$ cat config.mk
export PLATFORM = sky130hd
export DESIGN_NAME = lshift_ctrl
export DESIGN_NICKNAME = d
export VERILOG_FILES = /design/src/rtl/lshift_ctrl.sv
export SDC_FILE = /design/constraint.sdc
export NUM_CORES = 1
export LEC_CHECK = 0
export BUFFER_PORTS_ARGS = -buffer_cell sky130_fd_sc_hd__buf_2
export CAP_MARGIN = 20
export CORE_MARGIN = 2
export CORE_UTILIZATION = 33
export DETAILED_ROUTE_END_ITERATION = 8
export SLEW_MARGIN = 40
export SYNTH_ARGS = -nofsm -noshare
export SYNTH_HDL_FRONTEND = slang
export SYNTH_SLANG_ARGS = --single-unit
export TNS_END_PERCENT = 5
$ cat constraint.sdc
create_clock -name clk -period 1.72 [get_ports clk]
set_input_delay 0.172 -clock clk [delete_from_list [all_inputs] [get_ports clk]]
set_output_delay 0.172 -clock clk [all_outputs]
set_load 0.01 [all_outputs]
$ cat src/rtl/lshift_ctrl.sv
// Load/shift sequencer for a left-shift register: accepts a seed+count job, loads, shifts, captures.
// Optional abort input enabled by defining LSHIFT_CTRL_ABORT_EN.
module lshift_ctrl #(
    parameter int WIDTH = 8,
    parameter int CNT_W = 5
) (
    input  logic             clk,
    input  logic             rst,
    input  logic             req_valid,
    output logic             req_ready,
    input  logic [WIDTH-1:0] req_val,
    input  logic [CNT_W-1:0] req_count,
    output logic [WIDTH-1:0] load_val,
    output logic             load_en,
    output logic             shift_en,
    input  logic [WIDTH-1:0] op,
    output logic             busy,
    output logic             done,
    output logic [WIDTH-1:0] result
`ifdef LSHIFT_CTRL_ABORT_EN
    ,
    input  logic             abort
`endif
);

    typedef enum logic [1:0] {
        IDLE  = 2'd0,
        LOAD  = 2'd1,
        SHIFT = 2'd2,
        CAPT  = 2'd3
    } state_t;

    state_t           state_q;
    logic [CNT_W-1:0] cnt_q;
    logic [WIDTH-1:0] load_val_q;
    logic [WIDTH-1:0] result_q;
    logic             load_en_q;
    logic             shift_en_q;
    logic             done_q;
    logic             abort_w;

`ifdef LSHIFT_CTRL_ABORT_EN
    assign abort_w = abort;
`else
    assign abort_w = 1'b0;
`endif

    // Strobes are registered alongside the state they belong to, so they
    // line up exactly with the LOAD / SHIFT cycles.
    always_ff @(posedge clk) begin
        if (rst) begin
            state_q    <= IDLE;
            cnt_q      <= '0;
            load_val_q <= '0;
            result_q   <= '0;
            load_en_q  <= 1'b0;
            shift_en_q <= 1'b0;
            done_q     <= 1'b0;
        end else begin
            done_q     <= 1'b0;
            load_en_q  <= 1'b0;
            shift_en_q <= 1'b0;
            case (state_q)
                IDLE: begin
                    if (req_valid) begin
                        load_val_q <= req_val;
                        cnt_q      <= req_count;
                        load_en_q  <= 1'b1;
                        state_q    <= LOAD;
                    end
                end
                LOAD: begin
                    if (abort_w) begin
                        state_q <= IDLE;
                    end else if (cnt_q == '0) begin
                        state_q <= CAPT;
                    end else begin
                        shift_en_q <= 1'b1;
                        state_q    <= SHIFT;
                    end
                end
                SHIFT: begin
                    if (abort_w) begin
                        state_q <= IDLE;
                    end else begin
                        cnt_q <= cnt_q - CNT_W'(1);
                        if (cnt_q == CNT_W'(1)) begin
                            state_q <= CAPT;
                        end else begin
                            shift_en_q <= 1'b1;
                        end
                    end
                end
                CAPT: begin
                    result_q <= op;
                    done_q   <= 1'b1;
                    state_q  <= IDLE;
                end
                default: state_q <= IDLE;
            endcase
        end
    end

    assign req_ready = (state_q == IDLE);
    assign busy      = ~req_ready;
    assign load_val  = load_val_q;
    assign load_en   = load_en_q;
    assign shift_en  = shift_en_q;
    assign done      = done_q;
    assign result    = result_q;

endmodule

* Word-level counts from Yosys, hierarchy flattened
Cells that the tools add are included.
** Cells by class
- Add/sub/neg operators :: 1
- Equal/unequal tests :: 6
- Muxes and demuxes :: 11
- Bitwise logic cells :: 1
- Reductions and logical operators :: 7
** Operators with widths (number)
- $pmux W5 S2 :: 1
- $pmux W2 S4 :: 1
- $reduce_and A2 Y1 :: 3
- $eq A5 B1 Y1 const B :: 1
- $logic_not A5 Y1 :: 1
- $mux W1 :: 5
- $mux W5 :: 1
- $sub A5 B1 Y5 const B :: 1
- $eq A2 B2 Y1 const B :: 2
- $mux W2 :: 2
- $ne A2 B2 Y1 const B :: 2
- $eq A2 B1 Y1 const B :: 1
- $logic_not A2 Y1 :: 1
- $pmux W1 S2 :: 1
- $reduce_bool A2 Y1 :: 1
- $reduce_or A2 Y1 :: 1
- $not A1 Y1 :: 1
** Storage, ports and cells
- Bits in registers :: 26
- Input port bits :: 24
- Output and inout port bits :: 21
- Logic and storage cells :: 33

* Longest topological paths before layout
Gate-level depths: netlist of the first run.
- Depth after elaboration :: 3
- Gate-level depth with buffers :: 7
- Gate-level depth less buffers :: 5

* Worst setup path before layout of the first run
OpenSTA, ideal clock, no wires.
- Path type :: reg2reg
- Start point :: register state_q[0]
- End point :: register cnt_q[0]
- Library setup time :: 132 ps
- Arrival time :: 1412 ps
- Data required time :: 1588 ps
- Setup slack :: 176 ps
- Cell stages (with the launch flop) :: 7
- Buffers on the path :: 1
- Clock period less this slack :: 1544 ps
- Cell sequence :: dfxtp_1 > inv_1 > ha_1 > clkbuf_1 > mux2_2 > o211ai_1 > a21oi_1
** On the way
- Longest elaborated chain between the ends :: 3
- Elaborated cells on any way between the ends :: 6
- Those cells by class :: eq/ne: 2; mux: 1; reduce/logical: 3
** RTL lines
- from (decl) :: RTL line 33 : state_t state_q;
- from (signal assigned) :: RTL line 52 : state_q <= IDLE;
- from (signal assigned) :: RTL line 69 : state_q <= LOAD;
- from (signal assigned) :: RTL line 74 : state_q <= IDLE;
- $logic_not A2 Y1 *
- named net req_ready :: RTL line 10 : output logic req_ready,
- $ne A2 B2 Y1 (no source line) or $reduce_bool A2 Y1 (tied branches)
- $reduce_and A2 Y1 (no source line)
- to (signal assigned) :: RTL line 67 : cnt_q <= req_count;
- to (signal assigned) :: RTL line 86 : cnt_q <= cnt_q - CNT_W'(1);
- to (decl) :: RTL line 34 : logic [CNT_W-1:0] cnt_q;
The timed path passes the listed nets; every way through them passes the cells marked *.
A chain may end at the register's enable or synchronous reset.

* Final worst setup path of the first run
- Start point :: register cnt_q[0]
- End point :: register cnt_q[4]
** On the way
- Longest elaborated chain between the ends :: 2
** RTL lines
- $sub A5 B1 Y5 :: RTL line 86
- $pmux W5 S2 :: RTL line 63 : case (state_q)
No other way between the ends.

==> results_dict.tcl, run 1 <==
set metrics [dict create \
    fin_tns_setup_ns 0 \
    ant_nets 0 \
    rows 21 \
    async_flop_share_pct 0 \
    comb_power_share_pct 41.8 \
    reg2reg_to "cnt_q[4]" \
    grt_usage_pct 12.97 \
    ys.flop_type "dfxtp_1" \
    hold_path.class "input pin to flop" \
    synth_nets 162 \
    synthTopCellsByCount "dfxtp_1, nand2_1, a21oi_1" \
    dpl.hpwl_mm 1.846 \
    synth_top_area_share_pct 44.30 \
    synth-seq-cells 26 \
    yosysSeqAreaShare_pct 44.30 \
    synth-edff-count 0 \
    yosysMostFrequentCell "dfxtp_1" \
    fin_crit_ns 1.619 \
    swShare_pct 35.16 \
    fp.coreArea_um2 3390 \
    finalSetupViolCount 0 \
    worstMarginPinSlew_ns 0.4863 \
    drt-pass1-iter-count 4 \
    switchingPower_w 0.0007322 \
    die_width_um 63.67 \
    cts_root_buf "clkbuf_4" \
    n_antenna_cell 0 \
    synth_top_cell_by_area "dfxtp_1" \
    grt_max_degree 29 \
    vdd_drop_max_mv 0.4476 \
    crit_slowest_cell "or4b_1" \
    internal-power_w 0.001351 \
    antenna_found_initial 0 \
    rsz0062_at_grt "false" \
    endpoint_kind "flop" \
    die_h_um 63.67 \
    finalNetCount 206 \
    path_clk_slew_ns 0.14 \
    place_area_um2 1441 \
    routed_wl_mm 2.449 \
    worstPathRequired_ns 1.97 \
    gp_congestion 0.8086 \
    drtIter0Drc 55 \
    clock-sinks 26 \
    powerDensity_nw_per_um2 1391 \
    path_depth 5 \
    fill_cells 343 \
    io_pins 45 \
    grt_pass1_wl_mm 4.243 \
    power_frac_seq_pct 38.6 \
    arrival_ns 1.87 \
    post_synth_num_cell_types 29 \
    crit_start "cnt_q[0]" \
    viasPerCell 4.670 \
    hold_viol 0 \
    crit_path_start_kind "flop" \
    area.growth.synth_to_final_pct 27.48 \
    start_util_pct 34.66 \
    worstSetupEndpoint "cnt_q[4]" \
    num_vias 1032 \
    cpPeakStageDelay_ns 0.47 \
    syn_inst 132 \
    path_class "flop to flop" \
    synth_warnings 0 \
    synth_area_um2 1175 \
    clk_path_buf_depth 2 \
    fin_crit_sh_pct 94.12 \
    leakagePower_nw 0.6798 \
    wl_per_cell_um 11.08 \
    hold_buffers 0 \
    drc 0 \
    clk_latency_ns 0.31 \
    multi_input_area_um2 605.6 \
    critPathMaxFanout 5 \
    cts_tree "done" \
    drive_above_1_share_pct 30.29 \
    cpLargestDelayFamily "simple AND/OR/NAND/NOR gates" \
    ff_latch_area_um2 520.5 \
    fin_area_um2 1498 \
    r2r_cells 5 \
    syn_area_per_cell_um2 8.901 \
    die_area_um2 4053 \
    grt_pass1_vias 993 \
    finClkSkew_ns 0.001781 \
    relSlewSlack_pct 67.58 \
    htree_levels 1 \
    timing.fmax_mhz 617.7 \
    r2r_start "cnt_q[0]" \
    cts_buffers 3 \
    outcome "complete, no violations" \
    pwr-share-clk_pct 19.6 \
    rrSetupSlack_ns 0.10 \
    ys_top_cells_by_area "dfxtp_1, mux2i_1, ha_1" \
    cp_num_buf_inv 1 \
    gr-total-overflow 0 \
    path_cells "inv_1 -> ha_1 -> or4b_1 -> a211o_1 -> a31oi_1" \
    drv_slew 0 \
    port_buffers 44 \
    cap_violations 0 \
]
[worst min-delay path by stage]
stage	startpoint	end	slack (ns)	cells past startpoint
finish	req_val[4]	load_val[4]	0.08	3
floorplan	req_val[0]	load_val[0]	0.31	2
global placement	op[3]	result[3]	0.41	3
global route	req_val[4]	load_val[4]	0.05	3
detailed placement	op[7]	result[7]	0.41	3
CTS	req_val[4]	load_val[4]	0.07	3
[worst reg2reg max path: stages (launching register included)]
cell	delay [ns]
dfxtp_1	0.36
inv_1	0.08
ha_1	0.21
or4b_1	0.47
a211o_1	0.31
a31oi_1	0.12
[metal layers]
layer | GRT usage [%] | routed length, um
met5 | 0 | 0
met4 | 5.435 | 0
met3 | 2.321 | 154
met2 | 21.97 | 1194
met1 | 16.10 | 1100
[power by group through the flow]
stage | sequential [W] | clock (W) | combinational (W)
3_3_place_gp | 0.000811 | 0 | 0.000847
3_5_place_dp | 0.000817 | 0 | 0.000860
6_report | 0.000803 | 0.000408 | 0.000872
4_1_cts | 0.000803 | 0.000425 | 0.000864
5_1_grt | 0.000827 | 0.000464 | 0.000978
2_1_floorplan | 0.000829 | 0 | 0.000599
[cell families after synthesis]
kind of cell             after synthesis  share of synthesized area (%)
multiplexers                          12                          10.33
AND/OR/NAND/NOR                       47                          20.45
adder cells (fa/ha/maj)                6                          6.390
AO/OA/AOI/OAI                         27                          14.06
flip-flops                            26                          44.30
buffers and inverters                 14                          4.474
[through the flow]
step	utilization [%]	power, W	hold WS (ns)	setup WS, ns	std cells
final	44.19	0.002083	0.08154	0.1011	221
after global routing	44.19	0.002269	0.05144	0.004700	221
after CTS	44.08	0.002093	0.07033	0.1068	221
after detailed placement	42.52	0.001676	0.4147	0.1288	217
after global placement	42.52	0.001658	0.4060	0.1866	217
after floorplan	-	0.001427	0.3080	0.1755	132
[final cells by class]
type	instances	area share [%]
clock inverters	1	2.005
repair buffers	46	15.71
clock buffers	3	1.504
inverters	7	1.754
flip-flops and latches	26	34.75
well taps	46	3.843
multi-input cells	92	40.43
[flip-flops by register name, indices dropped and copies added, names as in the netlist]
name and flops:
cnt_q 5, shift_en 1, state_q 2, load_val 8, result 8, done 1
load_en 1
[placed cells by master (no fill, tap or decap), drive strengths merged, types with 2 or more instances in the layout]
cell type  instances
buf               46
dfxtp             26
nand2             18
a21oi             13
nor2              12
mux2i             11
inv                7
ha                 6
nand2b             5
nor2b              5
o21ai              3
clkbuf             3
o211ai             2
or4b               2
[timing repair]
item                                    4_1_cts  5_1_grt
endpoints found under the setup margin        0        1
resized for setup                             0        1
setup buffers                                 0        0
hold endpoints to repair                      0        0
Power figures use the tool's default switching activity.
==> run 2: changes to the inputs <==
--- a/config.mk
+++ b/config.mk
@@ -5,6 +5,7 @@
 export SDC_FILE = /design/constraint.sdc
 export NUM_CORES = 1
 export LEC_CHECK = 0
+export ABC_AREA = 1
 export BUFFER_PORTS_ARGS = -buffer_cell sky130_fd_sc_hd__buf_2
 export CAP_MARGIN = 20
 export CORE_MARGIN = 2
==> run 2 against run 1 <==
Critical endpoint is now busy. Clock power fell by 26%. First-iteration DRC count shrank 53%. Largest power group unchanged. Cell area decreased by 2.0%.
==> results_dict.tcl, run 2 <==
set metrics [dict create \
    hold_depth 3 \
    syn_inst 153 \
    hold_path.class "input pin to flop" \
    rrSetupSlack_ns 0.24 \
    reg2reg_to "cnt_q[4]" \
    grt_max_degree 27 \
    min_from "req_val[3]" \
    final_cell_mix "nand2_1, buf_2, dfxtp_1" \
    fin_crit_ns 1.493 \
    clk_latency_ns 0.31 \
    synth_top_family_by_area "simple AND/OR/NAND/NOR gates" \
    clock-sinks 26 \
    leakagePower_nw 0.6817 \
    gp_congestion 0.6983 \
    fp.coreArea_um2 3390 \
    die_h_um 63.67 \
    drtIter0Drc 26 \
    synth_warnings 0 \
    vdd_drop_max_mv 0.5343 \
    arrival_ns 1.32 \
    cts_buffers 3 \
    crit_path_start_kind "flop" \
    yosysSeqAreaShare_pct 44.30 \
    fin_crit_sh_pct 86.82 \
    synth-edff-count 0 \
    drc 0 \
    finalNetCount 228 \
    syn_area_per_cell_um2 7.679 \
    swShare_pct 40.61 \
    rsz0062_at_grt "false" \
    area.growth.synth_to_final_pct 24.92 \
    drt-pass1-iter-count 6 \
    start_util_pct 34.66 \
    port_buffers 44 \
    ys_top_cells_by_area "dfxtp_1, nand2_1, a21oi_1" \
    synthTopCellsByCount "nand2_1, dfxtp_1, a21oi_1" \
    internal-power_w 0.001221 \
    worstMarginPinSlew_ns 0.5396 \
    r2r_start "state_q[0]" \
    antenna_found_initial 0 \
    synth-seq-cells 26 \
    io_pins 45 \
    cts_root_buf "clkbuf_4" \
    grt_pass1_wl_mm 4.174 \
    grt_pass1_vias 960 \
    ant_nets 0 \
    viasPerCell 4.387 \
    routed_wl_mm 2.472 \
    synth.area.mux_share_pct 0 \
    die_width_um 63.67 \
    grt_usage_pct 12.92 \
    worstPathRequired_ns 1.55 \
    cts_resized 0 \
    p_total_w 0.002056 \
    switchingPower_w 0.0008350 \
    finalSetupViolCount 0 \
    synth_top_area_share_pct 44.30 \
    endpoint_kind "output port" \
    hold_viol 0 \
    synth_xor_area_share_pct 0 \
    finClkSkew_ns 0.006360 \
    timing.fmax_mhz 669.6 \
    final_common_cell "nand2_1" \
    n_antenna_cell 0 \
    synth_nets 183 \
    htree_levels 1 \
    relSlewSlack_pct 64.02 \
    drv_slew 0 \
    hold_path_end "load_val[3]" \
    cap_violations 0 \
    outcome "complete, no violations" \
    drive_above_1_share_pct 32.99 \
    path_class "flop to output port" \
    cts_tree "done" \
    yosysMostFrequentCell "nand2_1" \
    gr-total-overflow 0 \
    synthAdderAreaFrac_pct 6.390 \
    yosys.area_share.simple_pct 25.67 \
    critPathMaxFanout 5 \
    pwr-share-clk_pct 14.7 \
    synth_area_um2 1175 \
    fin_tns_setup_ns 0 \
    powerDensity_nw_per_um2 1401 \
    rows 21 \
    num_vias 1066 \
    wl_per_cell_um 10.17 \
    power_frac_seq_pct 38.6 \
    async_flop_share_pct 0 \
    synth_top_cell_by_area "dfxtp_1" \
    path_clk_slew_ns 0.14 \
    die_area_um2 4053 \
    cts_setup_buffers 0 \
    synth_compound_area_share_pct 16.19 \
    post_synth_num_cell_types 26 \
    comb_power_share_pct 46.7 \
    clk_path_buf_depth 2 \
    hold_buffers 0 \
    r2r_cells 8 \
    ys.flop_type "dfxtp_1" \
    dpl.hpwl_mm 1.856 \
]
run 2: stage by stage:
step	hold WS (ns)	area, um2	utilization (%)	instances	setup slack, ns
after global routing	0.07067	1468	43.30	243	0.06318
after floorplan	0.3125	1175	-	153	0.3764
after detailed placement	0.4302	1431	42.23	239	0.2382
after CTS	0.06973	1468	43.30	243	0.1946
after global placement	0.4259	1431	42.23	239	0.3084
final	0.08492	1468	43.30	243	0.2266
run 2: cells by family after synthesis:
| logic type | Yosys count |
|---|---|
| flops | 26 |
| compound gates | 30 |
| buf+inv | 18 |
| simple gates | 73 |
| fa+ha+maj | 6 |
run 2: power by group through the flow:
stage / clock [W] / combinational, W / sequential (W)
finish: 0.000302 / 0.000960 / 0.000795
global route: 0.000346 / 0.00110 / 0.000812
CTS: 0.000320 / 0.000972 / 0.000796
detailed placement: 0 / 0.000970 / 0.000810
global placement: 0 / 0.000965 / 0.000809
floorplan: 0 / 0.000702 / 0.000829
run 2: per-layer routing:
metal  vias to the layer above  global-route usage, %  wire [um]
met5                         -                      0          0
met1                       445                  18.11       1229
li1                        578                      -          -
met3                         4                  3.750        190
met4                         0                  4.076         25
met2                        39                  18.95       1027
run 2: critical path: stages (launching register included):
cell	delay (ns)
dfxtp_1	0.42
inv_1	0.08
ha_1	0.29
inv_2	0.10
buf_2	0.12
run 2: how the worst max path moves through the flow:
stage | end | cells after the start | from
after floorplan | load_val[6] | 7 | state_q[0]
after global placement | cnt_q[4] | 8 | state_q[0]
after detailed placement | cnt_q[4] | 8 | state_q[0]
after CTS | busy | 4 | state_q[0]
after global routing | cnt_q[4] | 8 | state_q[0]
final | busy | 4 | state_q[0]
run 2: layout make-up:
cell class / instances / area, um2
timing repair buffer: 46 / 235.2
fill: 356 / 1922
clock buffer: 4 / 36.28
inverter: 12 / 51.30
multi-input combinational: 109 / 566.8
sequential: 26 / 520.5
tap: 46 / 57.56
